==> config.mk <==
export PLATFORM = sky130hd
export DESIGN_NAME = seg7_scan_mux
export DESIGN_NICKNAME = d
export VERILOG_FILES = /design/src/rtl/seg7_pkg.sv /design/src/rtl/seg7_decode.sv /design/src/rtl/seg7_scan_mux.sv
export SDC_FILE = /design/constraint.sdc
export NUM_CORES = 1
export LEC_CHECK = 0
export BUFFER_PORTS_ARGS = -buffer_cell sky130_fd_sc_hd__buf_2
export CAP_MARGIN = 20
export CORE_MARGIN = 2
export CORE_UTILIZATION = 40
export DETAILED_ROUTE_END_ITERATION = 8
export PLACE_DENSITY = 0.57
export RECOVER_POWER = 100
export SKIP_CTS_REPAIR_TIMING = 1
export SYNTH_ARGS = -nofsm -noshare
export SYNTH_HDL_FRONTEND = slang
export SYNTH_HIERARCHICAL = 1
export SYNTH_SLANG_ARGS = --single-unit
==> constraint.sdc <==
create_clock -name clk -period 5.3 [get_ports clk]
set_clock_uncertainty 0.05 [all_clocks]
set_input_delay 1.59 -clock clk [delete_from_list [all_inputs] [get_ports clk]]
set_output_delay 1.59 -clock clk [all_outputs]
set_load 0.02 [all_outputs]
==> src/rtl/seg7_pkg.sv <==
// Shared definitions for the seven-segment scan driver: glyph constants,
// bit order of the segment bus, and the nibble-to-glyph decode function.
package seg7_pkg;

  // Segment bus order: {dp,g,f,e,d,c,b,a}
  localparam int BIT_A  = 0;
  localparam int BIT_G  = 6;
  localparam int BIT_DP = 7;

  localparam logic [6:0] SEG_0     = 7'h3F;
  localparam logic [6:0] SEG_1     = 7'h06;
  localparam logic [6:0] SEG_2     = 7'h5B;
  localparam logic [6:0] SEG_3     = 7'h4F;
  localparam logic [6:0] SEG_4     = 7'h66;
  localparam logic [6:0] SEG_5     = 7'h6D;
  localparam logic [6:0] SEG_6     = 7'h7D;
  localparam logic [6:0] SEG_7     = 7'h07;
  localparam logic [6:0] SEG_8     = 7'h7F;
  localparam logic [6:0] SEG_9     = 7'h67;
  localparam logic [6:0] SEG_A     = 7'h77;
  localparam logic [6:0] SEG_B     = 7'h7C;
  localparam logic [6:0] SEG_C     = 7'h39;
  localparam logic [6:0] SEG_D     = 7'h5E;
  localparam logic [6:0] SEG_E     = 7'h79;
  localparam logic [6:0] SEG_F     = 7'h71;
  localparam logic [6:0] SEG_BLANK = 7'h00;

  // Letters only appear in hex mode; otherwise they go dark.
  function automatic logic [6:0] seg7_decode_fn(
    input logic [3:0] nib,
    input logic       hex
  );
    logic [6:0] s;
    s = SEG_BLANK;
    unique case (nib)
      4'h0: s = SEG_0;
      4'h1: s = SEG_1;
      4'h2: s = SEG_2;
      4'h3: s = SEG_3;
      4'h4: s = SEG_4;
      4'h5: s = SEG_5;
      4'h6: s = SEG_6;
      4'h7: s = SEG_7;
      4'h8: s = SEG_8;
      4'h9: s = SEG_9;
      4'hA: s = hex ? SEG_A : SEG_BLANK;
      4'hB: s = hex ? SEG_B : SEG_BLANK;
      4'hC: s = hex ? SEG_C : SEG_BLANK;
      4'hD: s = hex ? SEG_D : SEG_BLANK;
      4'hE: s = hex ? SEG_E : SEG_BLANK;
      4'hF: s = hex ? SEG_F : SEG_BLANK;
    endcase
    return s;
  endfunction

endpackage

==> src/rtl/seg7_decode.sv <==
// Combinational glyph decoder for one digit.
// Ports: i_nibble, i_hex_mode, i_blank in; o_seg = {g..a}, 1 = lit.
module seg7_decode
  import seg7_pkg::*;
(
  input  logic [3:0] i_nibble,
  input  logic       i_hex_mode,
  input  logic       i_blank,
  output logic [6:0] o_seg
);

  assign o_seg = i_blank ? SEG_BLANK
                         : seg7_decode_fn(i_nibble, i_hex_mode);

endmodule

==> src/rtl/seg7_scan_mux.sv <==
// Time-multiplexed N-digit seven-segment driver with tear-free updates.
// Ports: clk, rst (async high); value/dp_in/load capture a new frame
// value; hex_mode/blank_lz are live display modes; seg_out {dp,g..a},
// digit_en one-hot select, frame_done pulses at each frame wrap.
// Optional: SEG7_GHOST_BLANK_EN turns digit_en off for the first GAP
// clocks of every slot.
module seg7_scan_mux
  import seg7_pkg::*;
#(
  parameter int NUM_DIGITS = 4,
  parameter int CLK_DIV    = 50000,
  parameter int ACTIVE_LOW = 0,
  parameter int GAP        = 4
) (
  input  logic                    clk,
  input  logic                    rst,
  input  logic [4*NUM_DIGITS-1:0] value,
  input  logic [NUM_DIGITS-1:0]   dp_in,
  input  logic                    load,
  input  logic                    hex_mode,
  input  logic                    blank_lz,
  output logic [7:0]              seg_out,
  output logic [NUM_DIGITS-1:0]   digit_en,
  output logic                    frame_done
);

  localparam int IDX_W =
    (NUM_DIGITS > 1) ? $clog2(NUM_DIGITS) : 1;
  // Counter must hold both the last slot count and GAP.
  localparam int CNT_MAX =
    (CLK_DIV > GAP) ? CLK_DIV - 1 : GAP;
  localparam int CNT_W =
    (CNT_MAX > 1) ? $clog2(CNT_MAX + 1) : 1;

  localparam logic [CNT_W-1:0] LAST_CNT =
    CNT_W'(CLK_DIV - 1);
  localparam logic [IDX_W-1:0] LAST_IDX =
    IDX_W'(NUM_DIGITS - 1);
  localparam logic [7:0] SEG_OFF =
    (ACTIVE_LOW != 0) ? 8'hFF : 8'h00;
  localparam logic [NUM_DIGITS-1:0] EN_OFF =
    (ACTIVE_LOW != 0) ? '1 : '0;

  logic [CNT_W-1:0]        r_count;
  logic [IDX_W-1:0]        r_index;
  logic [4*NUM_DIGITS-1:0] r_pend_val;
  logic [NUM_DIGITS-1:0]   r_pend_dp;
  logic [4*NUM_DIGITS-1:0] r_act_val;
  logic [NUM_DIGITS-1:0]   r_act_dp;

  logic                    w_tick;
  logic                    w_wrap;
  logic [3:0]              w_nib;
  logic                    w_dp;
  logic                    w_lz_sel;
  logic [NUM_DIGITS-1:0]   w_lz;
  logic                    w_seen;
  logic [6:0]              w_seg7;
  logic [7:0]              w_seg8;
  logic [NUM_DIGITS-1:0]   w_onehot;
  logic                    w_gap;

  assign w_tick = (r_count == LAST_CNT);
  assign w_wrap = w_tick && (r_index == LAST_IDX);

  always_ff @(posedge clk or posedge rst) begin
    if (rst) begin
      r_count <= '0;
      r_index <= '0;
    end else begin
      r_count <= w_tick ? '0 : r_count + CNT_W'(1);
      if (w_wrap)
        r_index <= '0;
      else if (w_tick)
        r_index <= r_index + IDX_W'(1);
    end
  end

  // A load coinciding with the wrap bypasses pending straight into
  // active so the new value is not delayed a whole frame.
  always_ff @(posedge clk or posedge rst) begin
    if (rst) begin
      r_pend_val <= '0;
      r_pend_dp  <= '0;
      r_act_val  <= '0;
      r_act_dp   <= '0;
      frame_done <= 1'b0;
    end else begin
      if (load) begin
        r_pend_val <= value;
        r_pend_dp  <= dp_in;
      end
      if (w_wrap) begin
        r_act_val <= load ? value : r_pend_val;
        r_act_dp  <= load ? dp_in : r_pend_dp;
      end
      frame_done <= w_wrap;
    end
  end

  // Digit i is a leading zero when it and every digit above are zero.
  always_comb begin
    w_lz   = '0;
    w_seen = 1'b0;
    for (int i = NUM_DIGITS - 1; i >= 1; i--) begin
      w_seen = w_seen | (|r_act_val[4*i +: 4]);
      w_lz[i] = ~w_seen;
    end
  end

  always_comb begin
    w_nib    = '0;
    w_dp     = 1'b0;
    w_lz_sel = 1'b0;
    for (int i = 0; i < NUM_DIGITS; i++) begin
      if (r_index == IDX_W'(i)) begin
        w_nib    = r_act_val[4*i +: 4];
        w_dp     = r_act_dp[i];
        w_lz_sel = w_lz[i];
      end
    end
  end

  seg7_decode u_dec (
    .i_nibble   (w_nib),
    .i_hex_mode (hex_mode),
    .i_blank    (blank_lz & w_lz_sel),
    .o_seg      (w_seg7)
  );

  always_comb begin
    w_seg8                = '0;
    w_seg8[BIT_G:BIT_A]   = w_seg7;
    w_seg8[BIT_DP]        = w_dp;
  end

  assign w_onehot = NUM_DIGITS'(1) << r_index;

`ifdef SEG7_GHOST_BLANK_EN
  assign w_gap = (r_count < CNT_W'(GAP));
`else
  assign w_gap = 1'b0;
`endif

  always_ff @(posedge clk or posedge rst) begin
    if (rst) begin
      seg_out  <= SEG_OFF;
      digit_en <= EN_OFF;
    end else begin
      seg_out  <= w_seg8 ^ SEG_OFF;
      digit_en <= (w_gap ? '0 : w_onehot) ^ EN_OFF;
    end
  end

endmodule

Yosys cells after proc, flatten, opt, wreduce, memory -nomap -nowiden --
Index checks and enable logic that the tools add are counted.
Word-level totals: RAM bits 0, output and inout bits 13, memory bits (read-only) 0, memories kept 0, input port bits 25, logic and storage cells 68, bits in latches 0, register bits 71
Cells by class: $add $sub $neg 2, divide/modulo/power cells 0, magnitude comparators 0, bitwise gates (word level) 6, reductions and logical operators 7, shifts and indexed selects 1, muxes and demuxes 24, equality and inequality tests 19, multiply operators 0
Operator list (count):
- 7-bit one-hot mux with 16 select lines | 1
- 7-bit 2-to-1 mux | 6
- 4-bit equality test, second input constant | 8
- 16-bit 2-to-1 mux | 2
- 4-bit 2-to-1 mux | 5
- 16-bit by 1-bit adder with 16-bit output, second input constant | 1
- 16-bit equality test, second input constant | 1
- 4-bit by 3-bit equality test with 1-bit output, second input constant | 4
- 4-bit OR reduction | 3
- 4-bit by 2-bit equality test with 1-bit output, second input constant | 2
- 1-bit 2-to-1 mux | 7
- 6-bit 2-to-1 mux | 1
- 2-bit equality test, second input constant | 2
- 4-bit by 1-bit equality test with 1-bit output, second input constant | 1
- 4-bit zero test | 1
- 2-bit 2-to-1 mux | 2
- 1-bit by 2-bit left shift with 4-bit output, first input constant | 1
- 1-bit inverter | 3
- 2-bit by 1-bit adder with 2-bit output, second input constant | 1
- 2-bit by 1-bit equality test with 1-bit output, second input constant | 1
- 2-bit zero test | 1
- 1-bit OR | 2
- 2-bit nonzero test | 1
- 1-bit AND | 1
- 1-bit logical AND | 1

Logic depth before layout (Yosys ltp) --
depth in word-level cells 9, mapped depth 11, mapped depth without buffers 9

Modules after synthesis --
The synthesis kept the hierarchy.
Modules (own cells, without submodules):
- seg7_scan_mux | instances 1, area an instance 2911.5 um^2, cells an instance 223, sequential area each 1776.7 um^2
- seg7_decode | instances 1, area an instance 289.0 um^2, cells an instance 43, sequential area each 0.0 um^2

Worst setup path before layout --
No wires, ideal clock.
path kind in2reg, start input load, end register r_act_val[0], cell stages on the path 3, arrival time 2.536 ns, slack 2.589 ns, path buffers 1, path through clkbuf_1 > mux2_2 > mux2_2
On the way: word-level cells in the longest chain between the ends 1
RTL lines:
- start: declaration | line seg7_scan_mux.sv:19 | input logic load,
- 16-bit 2-to-1 mux
- end signal: assignment | line seg7_scan_mux.sv:94 | r_act_val <= load ? value : r_pend_val;
- end: declaration | line seg7_scan_mux.sv:48 | logic [4*NUM_DIGITS-1:0] r_act_val;
No other way between the ends. A chain may end at the register's enable or synchronous reset.

Worst setup path in the final report --
start input load, end register r_act_val[8]
Same word-level chain as after synthesis.

==> results.sh <==
export IMPL_grt_pass1_vias=2067
export IMPL_synth_edf_count=0
export IMPL_endpoint_kind="register"
export IMPL_tightest_slew_ns=1.36
export IMPL_boundaryPins=38
export IMPL_timing_rr_end="seg_out[6]"
export IMPL_vias=2107
export IMPL_cts_tree="built"
export IMPL_slew_headroom=0.0936
export IMPL_ys_types=51
export IMPL_synth_compound_area_frac=0.0985
export IMPL_root_buffer="clkbuf_8"
export IMPL_antenna_left=0
export IMPL_switchingPower_uw=233
export IMPL_pwr_share_seq=0.510
export IMPL_ys_ff_latch=71
export IMPL_rsz0062_at_grt="false"
export IMPL_grt_pass1_wl_um=10300
export IMPL_p_leak_uw=0.00163
export IMPL_hp_start="r_pend_val[3]"
export IMPL_cts_sinks=71
export IMPL_power_frac_clock=0.451
export IMPL_synth_top_flop_cell="dfrtp_1"
export IMPL_fp_dieW_um=93.5
export IMPL_synthXorXnorAreaFrac=0.0301
export IMPL_core_area_sq_mm=0.00773
export IMPL_synthesis_area_sq_mm=0.00320
export IMPL_power_total_uw=1100
export IMPL_synthToLayoutAreaGrowth_pct=14.9
export IMPL_fin_crit_ns=3.00
export IMPL_yosysWarnings=6
export IMPL_die_h_um=93.5
export IMPL_dieArea_sq_mm=0.00873
export IMPL_cp_data_required_time_ns=5.48
export IMPL_hold_path_end="r_pend_val[3]"
export IMPL_initial_utilization=0.414
export IMPL_antenna_found_initial=0
export IMPL_synthTopCellsByArea="dfrtp_1 56%, mux2_2 14%, a21oi_1 3.0%"
export IMPL_synth_area_mux_share=0.141
export IMPL_ir_worst_vdd_mv=0.153
export IMPL_timing_rr_start="r_index[1]"
export IMPL_outcome="complete, no violations"
export IMPL_clk_pin_slew_ns=0.07
export IMPL_vias_per_cell=5.10
export IMPL_switching_share=0.213
export IMPL_synth_fp_nets=296
export IMPL_first_pass_iters=4
export IMPL_critical_path_arrival_ns=3.17
export IMPL_io_buffers=37
export IMPL_hold_violations=0
export IMPL_drc=0
export IMPL_maxSlewViolCount=0
export IMPL_ctsLongestPathBuffers=2
export IMPL_r2r_slack_ns=2.62
export IMPL_synth_top_area_share=0.555
export IMPL_synth_fa_ha_area_frac=0.0195
export IMPL_rr_worst_depth=10
export IMPL_drt_iter0_markers=65
export IMPL_ys_seq_area_frac=0.555
export IMPL_cts_buffers=9
export IMPL_maxCapViolations=0
export IMPL_combinationalPowerShare=0.039
export IMPL_drive_gt1_frac=0.238
export IMPL_synth_top_family_by_area="multiplexers"
export IMPL_setup_tns_final_ns=0
export IMPL_synthCells=266
export IMPL_min_path_type="reg -> reg"
export IMPL_cellPowerDensity_mw_per_mm2=299
export IMPL_final_cell_mix="71 x dfrtp_1, 27 x mux2_2, 23 x buf_2"
export IMPL_grt_max_degree=39
export IMPL_fmax_ghz=0.334
export IMPL_avgSynthCellArea_sq_um=12.0
export IMPL_path_class="in -> reg"
export IMPL_timing_final_crit_share=0.565
export IMPL_whs_path_depth=1
export IMPL_finalSetupViolCount=0
export IMPL_gp_congestion=0.733
export IMPL_overflow=0
export IMPL_hpwl_um=4050
export IMPL_layout_commonest_cell="dfrtp_1"
export IMPL_synth_simple_area_share=0.124
export IMPL_wl_per_cell_um=14.7
export IMPL_worstSkewPairLatency_ns=0.34
export IMPL_async_flop_share=1.00
export IMPL_n_antenna_cell=0
export IMPL_rows=32
export IMPL_drt_total_wl_um=6080
export IMPL_nets=336
export IMPL_p_int_uw=864
export IMPL_yosysTopAreaCell="dfrtp_1"
export IMPL_grt_total_usage=0.154
export IMPL_startpoint_type="primary input"
export IMPL_path_max_fanout=20
export IMPL_h_tree_depth=3
## cells by family after synthesis
logic type / Yosys count
xor+xnor: 11
mux: 40
fa+ha+maj: 5
simple gates: 72
compound gates: 47
buf+inv: 20
flops: 71
## critical path, cell delays in order
cell and delay [ns]:
clkbuf_1 0.85, mux2_1 0.44, mux2_2 0.29
## power by group through the flow
stage	Combinational [uW]	Clock [uW]	Sequential, uW
final	42.7	496	559
after global routing	49.1	534	561
after CTS	47.0	507	560
after detailed placement	46.9	0	571
after global placement	46.1	0	570
after floorplan	29.2	0	569
## Yosys cell counts (all sizes together) (2+ instances only)
| master | number |
|---|---|
| a2111oi | 2 |
| a21boi | 2 |
| a21oi | 19 |
| and3 | 3 |
| and4 | 5 |
| buf | 6 |
| clkbuf | 7 |
| dfrtp | 71 |
| ha | 5 |
| inv | 7 |
| mux2 | 40 |
| nand2 | 19 |
| nand3 | 6 |
| nand3b | 5 |
| nand4 | 2 |
| nor2 | 14 |
| nor2b | 5 |
| nor3 | 2 |
| nor4 | 3 |
| nor4bb | 2 |
| o21ai | 11 |
| xnor2 | 3 |
| xor2 | 8 |
## cell type report
class,instances,area [sq um]
Inverter,7,26.3
Fill cell,717,4050
Clock buffer,11,151
Tap cell,102,128
Sequential cell,71,1780
Timing Repair Buffer,42,201
Clock inverter,5,80.1
Multi-Input combinational cell,175,1310
## stage by stage
stage               instances  utilization  hold WS [ns]  cell area, sq um  setup WS [ns]
floorplan                 266            -         0.398              3200           1.86
global placement          396        0.449         0.426              3470           2.42
detailed placement        396        0.449         0.430              3470           2.41
CTS                       412        0.479         0.449              3700           2.40
global route              413        0.476         0.451              3680           2.11
finish                    413        0.476         0.428              3680           2.30
## registers in the layout, indices dropped and copies added (netlist names)
register and flops:
r_pend_dp 4, r_act_val 16, r_count 16, frame_done 1, r_index 2, digit_en 4
r_pend_val 16, seg_out 8, r_act_dp 4
## routing by layer
| metal | vias up | part of all wire | GRT usage |
|---|---|---|---|
| met4 | 0 | 0.014 | 0.0490 |
| met1 | 1034 | 0.51 | 0.221 |
| met3 | 10 | 0.045 | 0.0548 |
| met5 | - | 0 | 0 |
| li1 | 1027 | - | - |
| met2 | 36 | 0.43 | 0.216 |
## how the worst max path moves through the flow
stage                     startpoint           end  slack (ns)  depth (start not counted)
final                           load  r_act_val[8]        2.30                          3
after global routing             rst   r_count[15]        2.11                          3
after CTS                 r_index[1]    seg_out[6]        2.40                          9
after detailed placement  r_index[1]    seg_out[6]        2.41                          9
after global placement    r_index[1]    seg_out[1]        2.42                          9
after floorplan                  rst   digit_en[0]        1.86                          1
No activity file was read; power rests on OpenSTA's default activity.
